File: src/rtl/tff_div_arbiter.sv
// Round-robin sequencer that lends one T-FF divider chain to two requesters,
// counting rising edges on a chosen tap and pulsing done when a burst completes.
module tff_div_arbiter #(
  parameter int STAGES = 4,
  parameter int CNT_W  = 8,
  parameter int TAP_W  = $clog2(STAGES)
) (
  input  logic              clk,
  input  logic              rst,
  input  logic              req0,
  input  logic              req1,
  input  logic [CNT_W-1:0]  cnt0,
  input  logic [CNT_W-1:0]  cnt1,
  input  logic [TAP_W-1:0]  tap0,
  input  logic [TAP_W-1:0]  tap1,
  output logic              gnt0,
  output logic              gnt1,
  output logic              done0,
  output logic              done1,
  output logic              busy,
  output logic [STAGES-1:0] chain_q,
  output logic              tout
);

  localparam int IDX_W = (STAGES > 1) ? $clog2(STAGES) : 1;

  typedef enum logic [1:0] {IDLE, LOAD, RUN, DONE} state_t;

  state_t             state;
  state_t             state_nxt;
  logic               last;
  logic               winner;
  logic [CNT_W-1:0]   remaining;
  logic [IDX_W-1:0]   tap_l;
  logic [CNT_W-1:0]   sel_cnt;
  logic [TAP_W-1:0]   sel_tap;
  logic [IDX_W-1:0]   sel_tap_c;
  logic [STAGES-1:0]  low_mask;
  logic               rise;
  logic               any_req;

  // In LOAD `last` already names the winner, so it selects that requester's inputs.
  assign any_req   = req0 | req1;
  assign winner    = (req0 && req1) ? ~last : req1;
  assign sel_cnt   = last ? cnt1 : cnt0;
  assign sel_tap   = last ? tap1 : tap0;
  assign sel_tap_c = ({{(32-TAP_W){1'b0}}, sel_tap} >= 32'(STAGES))
                     ? IDX_W'(STAGES - 1) : IDX_W'(sel_tap);

  assign low_mask = (STAGES'(1) << tap_l) - STAGES'(1);
  assign rise     = (state == RUN) && ((chain_q & low_mask) == low_mask) && !chain_q[tap_l];

  always_ff @(posedge clk or negedge rst) begin
    if (!rst) state <= IDLE;
    else      state <= state_nxt;
  end

  always_comb begin
    state_nxt = state;
    case (state)
      IDLE: if (any_req) state_nxt = LOAD;
      LOAD: state_nxt = (sel_cnt != CNT_W'(0)) ? RUN : DONE;
      RUN:  if (rise && remaining == CNT_W'(1)) state_nxt = DONE;
      DONE: state_nxt = IDLE;
      default: state_nxt = IDLE;
    endcase
  end

  // The chain behaves as a binary up-counter while enabled; it and tap_l hold after DONE.
  always_ff @(posedge clk or negedge rst) begin
    if (!rst) begin
      chain_q   <= '0;
      remaining <= '0;
      tap_l     <= '0;
      last      <= 1'b1;
    end else begin
      if (state == IDLE && any_req) last <= winner;
      if (state == LOAD) begin
        chain_q   <= '0;
        remaining <= sel_cnt;
        tap_l     <= sel_tap_c;
      end
      if (state == RUN) begin
        chain_q <= chain_q + STAGES'(1);
        if (rise) remaining <= remaining - CNT_W'(1);
      end
    end
  end

  assign busy  = (state != IDLE);
  assign gnt0  = busy && !last;
  assign gnt1  = busy && last;
  assign done0 = (state == DONE) && !last;
  assign done1 = (state == DONE) && last;
  assign tout  = chain_q[tap_l];

endmodule

File: config.mk
export PLATFORM = sky130hd
export DESIGN_NAME = tff_div_arbiter
export DESIGN_NICKNAME = d
export VERILOG_FILES = /design/src/rtl/tff_div_arbiter.sv
export SDC_FILE = /design/constraint.sdc
export NUM_CORES = 1
export LEC_CHECK = 0
export CAP_MARGIN = 20
export CORE_MARGIN = 2
export CORE_UTILIZATION = 40
export DETAILED_ROUTE_END_ITERATION = 10
export HOLD_SLACK_MARGIN = 0.1
export PLACE_DENSITY = 0.68
export SYNTH_ARGS = -nofsm -noshare
export SYNTH_HDL_FRONTEND = slang
export SYNTH_SLANG_ARGS = --single-unit
export TNS_END_PERCENT = 20
File: constraint.sdc
create_clock -name clk -period 2.7 [get_ports clk]
set_input_delay 0.27 -clock clk [delete_from_list [all_inputs] [get_ports clk]]
set_output_delay 0.27 -clock clk [all_outputs]
set_load 0.005 [all_outputs]
* Word level (Yosys, flattened, before mapping)
Cells that the tools add are included.
** Word-level totals
- Output and inout bits :: 10
- Bits of input ports :: 24
- Logic and storage cells :: 50
- Register bits :: 17
** Operators by class
- Mux-type cells :: 14
- Shift-type cells :: 1
- Reductions and logical operators :: 16
- $add $sub $neg :: 3
- Bitwise operators :: 3
- Order comparisons :: 1
- Equality and inequality tests :: 7
** Operators by type and width (count)
- two-way mux 8 bit :: 4
- logical AND 1 bit :: 9
- equality test 8 x 1 -> 1 bit, second input constant :: 1
- two-way mux 4 bit :: 2
- case mux 2 bit (4 select lines) :: 1
- nonzero test 8 bit :: 1
- subtractor 8 x 1 -> 8 bit, second input constant :: 1
- two-way mux 2 bit :: 3
- adder 4 x 1 -> 4 bit, second input constant :: 1
- bitwise AND 4 bit :: 1
- equality test 2 bit, second input constant :: 2
- equality test 4 bit :: 1
- != test 2 bit, second input constant :: 2
- nonzero test 2 bit :: 2
- << shifter 1 x 2 -> 4 bit, first input constant :: 1
- subtractor 4 x 2 -> 4 bit, second input constant :: 1
- < comparator 2 x 3 -> 1 bit, second input constant :: 1
- two-way mux 1 bit :: 3
- binary-select mux 1 bit (select 2 bit) :: 1
- equality test 2 x 1 -> 1 bit, second input constant :: 1
- zero test 1 bit :: 2
- zero test 2 bit :: 1
- AND reduction 2 bit :: 1
- inverter 1 bit :: 1
- bitwise OR 1 bit :: 1

* Longest topological paths before layout
Gate-level depths: netlist of run 1.
- Depth after elaboration :: 9
- Gate-level depth with buffers :: 8
- Depth with buffers taken out :: 7

* Worst setup path after synthesis of run 1
OpenSTA, ideal clock, no wires.
- Kind :: register to register
- Start :: register remaining[5]
- End :: register state[1]
- Data arrival time :: 1945 ps
- Period minus slack after synthesis :: 2065 ps
- Library setup time :: 120 ps
- Cell stages (with the launch flop) :: 6
- Slack :: 635 ps
- Data required time :: 2580 ps
- Path through :: dfrtp_1 -> or4_4 -> or4b_4 -> o41ai_4 -> a21oi_1 -> a31o_1
** Between the ends
- Word-level cells in the longest chain between the ends :: 4
** Ends and longest elaborated chain
- from (decl) :: line 33 : logic [CNT_W-1:0] remaining;
- from (signal assigned) :: line 80 : remaining <= sel_cnt;
- from (signal assigned) :: line 85 : if (rise) remaining <= remaining - CNT_W'(1);
- equality test 8 x 1 -> 1 bit :: line 63 : RUN: if (rise && remaining == CNT_W'(1)) state_nxt = DONE;
- logical AND 1 bit :: line 63
- != test 2 bit (no line)
- AND reduction 2 bit (no line)
- to (signal assigned) :: line 55 : else state <= state_nxt;
- to (decl) :: line 29 : state_t state;
Every way passes these cells.
A chain may end at the register's enable or synchronous reset.

* Final worst setup path of run 1
- Start :: register remaining[6]
- End :: register state[1]
The elaborated chain is that of the path after synthesis.

==> results.json, run 1 <==
{
  "area.growth.synth_to_final_pct": 31.77,
  "synth_cell_types": 38,
  "antenna_cells": 0,
  "slew_viol_final": 0,
  "postSynthRegisterBits": 17,
  "finalClockSkew_ns": 0.004243,
  "worstSetupStartpointType": "flop",
  "clk_path_buf_depth": 2,
  "postCtsSetupRepairBufs": 0,
  "nets": 198,
  "cts.sinks": 17,
  "drt_iter0_markers": 48,
  "syn_avg_cell_area_um2": 9.488,
  "dp_hpwl_mm": 2.292,
  "synth.most_common_cell": "dfrtp_1",
  "critPathMaxFanout": 4,
  "irDropWorstVdd_mv": 0.4014,
  "drt-met1-wl_mm": 1.354,
  "max_freq_mhz": 453.3,
  "utilization": 0.5496,
  "synth_ff_type": "dfrtp_1",
  "tns_ns": 0,
  "synth_xor_area_frac": 0.01399,
  "cp_data_arrival_time_ns": 2.40,
  "worstPathRequired_ns": 2.89,
  "tightest_slew_ns": 0.8174,
  "synthArstFlopShare": 1.000,
  "synth_nets": 163,
  "power-per-cell-area_mw_per_mm2": 935.2,
  "synth_compound_area_frac": 0.1678,
  "synthAdderAreaFrac": 0.06993,
  "ff2ff_setup_slack_ns": 0.49,
  "final.period_utilization": 0.8170,
  "synth_top_family_by_area": "simple AND/OR/NAND/NOR gates",
  "synth_area_leaders": "dfrtp_1 (32%), mux2i_1 (9.6%), ha_1 (7.0%)",
  "cts-root-buf": "clkbuf_4",
  "final-setup-viol-count": 0,
  "yosys.area.top_type_share": 0.3197,
  "seqCellArea_um2": 426.7,
  "status": "complete, no violations",
  "drc": 0,
  "ant_nets": 0,
  "yosys_warnings": 0,
  "met2_length_mm": 1.457,
  "dr.pass1.iters": 4,
  "cts_resized": 0,
  "synthSimpleGateAreaFrac": 0.2148,
  "rows": 20,
  "cts_hold_buf": 0,
  "initial_core_util": 0.4171,
  "grt_pass1_vias": 1073,
  "numCtsBuffers": 3,
  "die_h_um": 59.96,
  "antenna_found_initial": 0,
  "setup_slack_ns": 0.4940,
  "cap_violations": 0,
  "clk_pin_slew_ns": 0.11,
  "synth_mux_area_frac": 0.1499,
  "track_usage": 0.1831,
  "synthCells": 132,
  "pre_cts_ws_ns": 0.4993,
  "routed.top_layer": "met4",
  "grt_start_max_net_pins": 22,
  "overflow": 0,
  "critical_path_class": "reg2reg",
  "clock_latency_ns": 0.29,
  "synth_common_cells": "dfrtp_1 (16), mux2i_1 (12), a21oi_1 (9), nor2_1 (9)",
  "hold_viol_final": 0,
  "synth_seq_area_share": 0.3407,
  "fin_crit_ns": 2.206,
  "drt-total-wl_mm": 2.898,
  "synth_edf_count": 0,
  "relSlewSlack": 0.4534,
  "htree_levels": 1,
  "yosys.area.top_type": "dfrtp_1",
  "cts_tree": "done",
  "syn_area_mm2": 0.001252,
  "gp_congestion": 0.7337,
  "avgRoutedWirePerCell_um": 14.56,
  "die_area_mm2": 0.003595,
  "wl_met3_um": 70,
  "layout-drive-gt1-share": 0.08434,
  "cp-end-kind": "flop",
  "rsz0062_at_grt": "false",
  "num_vias": 1098,
  "grt_pass1_wl_mm": 4.850,
  "coreArea_mm2": 0.003003,
  "nFillCells": 284,
  "multi_input_area_um2": 772.0,
  "num_io_pins": 34,
  "die_x_um": 59.96,
  "p_leak_nw": 0.6742,
  "viasPerCell": 5.518,
  "portBuffers": 33,
  "worstHoldPathType": "in2async"
}
[final timing paths]
check | start | end | cells after the start
max in group asynchronous | rst | state[0]$_DFFE_PN0P_ | 1
min in group clk | req0 | last$_DFFE_PN1P_ | 2
worst max register to register | remaining[6]$_DFF_PN0_ | state[1]$_DFFE_PN0P_ | 5
worst min-delay path | rst | tap_l[0]$_DFFE_PN0P_ | 1
worst max-delay path | remaining[6]$_DFF_PN0_ | state[1]$_DFFE_PN0P_ | 5
worst min register to register | chain_q[2]$_DFFE_PN0P_ | chain_q[2]$_DFFE_PN0P_ | 1
[state kept, by name, indices dropped and copies added (netlist names)]
register	count
chain_q	4
tap_l	2
state	2
remaining	8
last	1
[cell type report]
type                    instances  share of cell area
repair buffers                 36              0.2138
well taps                      33             0.02502
clock inverters                 1            0.003033
multi-input cells             101              0.4678
flip-flops and latches         17              0.2585
inverters                       8             0.01820
clock buffers                   3             0.01365
[critical path, cell delays in order (launching register included)]
cell     delay (ns)
dfrtp_1        0.42
or4_4          0.55
or4b_4         0.51
o41ai_4        0.31
a21oi_1        0.13
a31o_1         0.20
[metrics by stage]
step / hold WS, ns / total power, mW / cell area, µm² / cells
finish: 0.4368 / 1.543 / 1650 / 199
global route: 0.4965 / 1.690 / 1650 / 199
CTS: 0.4597 / 1.563 / 1650 / 199
detailed placement: 0.5401 / 1.418 / 1623 / 195
global placement: 0.5338 / 1.373 / 1623 / 195
floorplan: -0.02559 / 1.107 / 1252 / 132
[routing by layer]
metal / GRT usage / vias to the layer above
li1: - / 550
met1: 0.2339 / 530
met2: 0.3168 / 16
met3: 0.02597 / 2
met4: 0.05714 / 0
met5: 0 / -
[report_power, final]
part / internal, mW / switching, mW / leakage, nW
Clock: 0.0550 / 0.0867 / 0.0177
Combinational: 0.455 / 0.396 / 0.457
Sequential: 0.376 / 0.174 / 0.200
Total: 0.886 / 0.657 / 0.674
[cell usage in the layout (no fill, tap or decap), types with 2 or more instances in the layout]
cell type        instances
nand2b_1                 2
clkdlybuf4s50_1         33
ha_1                     7
nor2_1                   9
mux2_1                   4
nor4_1                   4
mux2i_1                 12
nand2_1                  8
a31oi_1                  2
nand3b_1                 4
nand3_1                  7
dfrtp_1                 16
o21ai_0                  5
clkbuf_4                 3
a21oi_1                  9
inv_1                    8
buf_4                    3
nor3b_1                  3
o211ai_1                 2
nor2b_1                  2
o211a_1                  4
[cell families (layout without fill, tap and decap cells)]
logic type,after synthesis,in the layout
buffers and inverters,14,48
XOR/XNOR,2,2
multiplexers,17,17
AO/OA/AOI/OAI,29,29
adder cells (fa/ha/maj),7,7
flip-flops,17,17
AND/OR/NAND/NOR,46,46
Note: power is estimated with default switching activity, not from simulation.
==> run 2, diff against run 1 <==
PLACE_DENSITY = 0.71   (was 0.68)
clock period = 1.8 ns   (was 2.7 ns; I/O delays follow)
==> results.json, run 2 (same netlist as run 1, synthesis figures left out) <==
{
  "fin_crit_ns": 2.093,
  "irDropWorstVdd_mv": 0.5912,
  "layout-drive-gt1-share": 0.2063,
  "final-setup-viol-count": 7,
  "crit_start": "remaining[6]$_DFF_PN0_",
  "critPathMaxFanout": 3,
  "clk_path_buf_depth": 2,
  "clock_latency_ns": 0.29,
  "largest_reg_flops": 8,
  "die_h_um": 59.96,
  "gp_congestion": 0.8297,
  "worstHoldPathType": "in2async",
  "setup_slack_ns": -0.2927,
  "worstSetupStartpointType": "flop",
  "antenna_cells": 0,
  "seqCellArea_um2": 426.7,
  "initial_core_util": 0.4171,
  "coreArea_mm2": 0.003003,
  "num_io_pins": 34,
  "critical_path_class": "reg2reg",
  "cp_data_arrival_time_ns": 2.29,
  "htree_levels": 1,
  "hold_viol_final": 0,
  "grt_pass1_vias": 1221,
  "num_vias": 1215,
  "final_common_cell": "clkdlybuf4s50_1",
  "ant_nets": 0,
  "max_freq_mhz": 477.9,
  "rsz0062_at_grt": "true",
  "regMostFlops": "remaining",
  "cts_hold_buf": 0,
  "cts_tree": "done",
  "failed_checks": "setup timing",
  "nFillCells": 254,
  "power-per-cell-area_mw_per_mm2": 1457,
  "drt_iter0_markers": 38,
  "worstReg2RegEnd": "state[1]$_DFFE_PN0P_",
  "finalClockSkew_ns": 0.009767,
  "r2r_start": "remaining[6]$_DFF_PN0_",
  "area.growth.synth_to_final_pct": 47.25,
  "dp_hpwl_mm": 2.612,
  "worstPathRequired_ns": 1.99,
  "cts.sinks": 17,
  "relSlewSlack": 0.6854,
  "status": "complete, but fails checks",
  "drt-total-wl_mm": 3.200,
  "grt_start_max_net_pins": 19,
  "drc": 0,
  "slew_viol_final": 0,
  "final.period_utilization": 1.163,
  "nets": 221,
  "cts-root-buf": "clkbuf_4",
  "grt_pass1_wl_mm": 5.168,
  "avgRoutedWirePerCell_um": 14.41,
  "final_cell_mix": "clkdlybuf4s50_1 (27), buf_4 (25), dfrtp_1 (16)",
  "multi_input_area_um2": 787.0,
  "track_usage": 0.1912,
  "portBuffers": 33,
  "overflow": 0,
  "die_x_um": 59.96,
  "p_leak_nw": 0.8338,
  "clk_pin_slew_ns": 0.11,
  "numCtsBuffers": 3,
  "antenna_found_initial": 0,
  "viasPerCell": 5.473,
  "dr.pass1.iters": 4,
  "cap_violations": 0,
  "die_area_mm2": 0.003595,
  "ff2ff_setup_slack_ns": -0.29,
  "largestRegisters": "remaining x8, chain_q x4",
  "cp-end-kind": "flop",
  "whs_ns": 0.2019,
  "pre_cts_ws_ns": -0.3372,
  "reg2regPathDepth": 5,
  "rows": 20,
  "tightest_slew_ns": 0.4676
}
[run 2: cell count changes in the layout (fill, tap and decap cells not counted), sizes merged]
cell	before	now
clkinv	1	0
dlygate4sd2	0	3
clkbuf	3	4
buf	3	26
dlymetal6s2s	0	3
clkdlybuf4s50	33	27
[run 2: worst max-delay path by stage]
stage	endpoint	slack, ns	depth (start not counted)
after CTS	state[1]$_DFFE_PN0P_	-0.33	5
after global routing	state[1]$_DFFE_PN0P_	-0.35	5
after global placement	state[1]$_DFFE_PN0P_	-0.29	5
after floorplan	state[1]$_DFFE_PN0P_	-0.27	5
after detailed placement	state[1]$_DFFE_PN0P_	-0.34	5
final	state[1]$_DFFE_PN0P_	-0.29	5
[run 2: where the power goes]
| part | internal [mW] | switching [mW] |
|---|---|---|
| logic | 0.954 | 0.812 |
| clock network | 0.0861 | 0.122 |
| registers | 0.564 | 0.149 |
| total | 1.60 | 1.08 |
[run 2: layout make-up]
class                   instances  share of cell area
clock buffers                   4             0.01425
inverters                       8             0.01628
multi-input cells             101              0.4267
flip-flops and latches         17              0.2313
well taps                      33             0.02239
repair buffers                 59              0.2890
[run 2: critical path, stage by stage (launching register included)]
cell	delay [ns]
dfrtp_1	0.39
or4_4	0.54
or4b_4	0.51
o41ai_4	0.27
a21oi_1	0.11
a31o_1	0.19
[run 2: layer usage]
layer / share of wire / up-vias / global-route usage
met4: 0.0081 / 0 / 0.04444
met1: 0.42 / 583 / 0.2137
met5: 0 / - / 0
met2: 0.54 / 25 / 0.3540
met3: 0.037 / 4 / 0.05411
li1: - / 603 / -
[run 2: metrics by stage]
stage | util | cell area [µm²] | instances | setup TNS [ns] | power [mW]
2_1_floorplan | - | 1252 | 132 | -1.380 | 1.661
3_3_place_gp | 0.5954 | 1788 | 217 | -1.090 | 2.357
3_5_place_dp | 0.5954 | 1788 | 217 | -1.346 | 2.431
4_1_cts | 0.6071 | 1823 | 221 | -1.477 | 2.670
5_1_grt | 0.6142 | 1844 | 222 | -1.901 | 2.915
6_report | 0.6142 | 1844 | 222 | -1.140 | 2.687
[run 2: timing repair]
action                     in CTS  in global routing
setup buffers                   0                  1
resized for setup               5                  6
pin swaps                       4                  1
setup endpoints to repair      14                 14
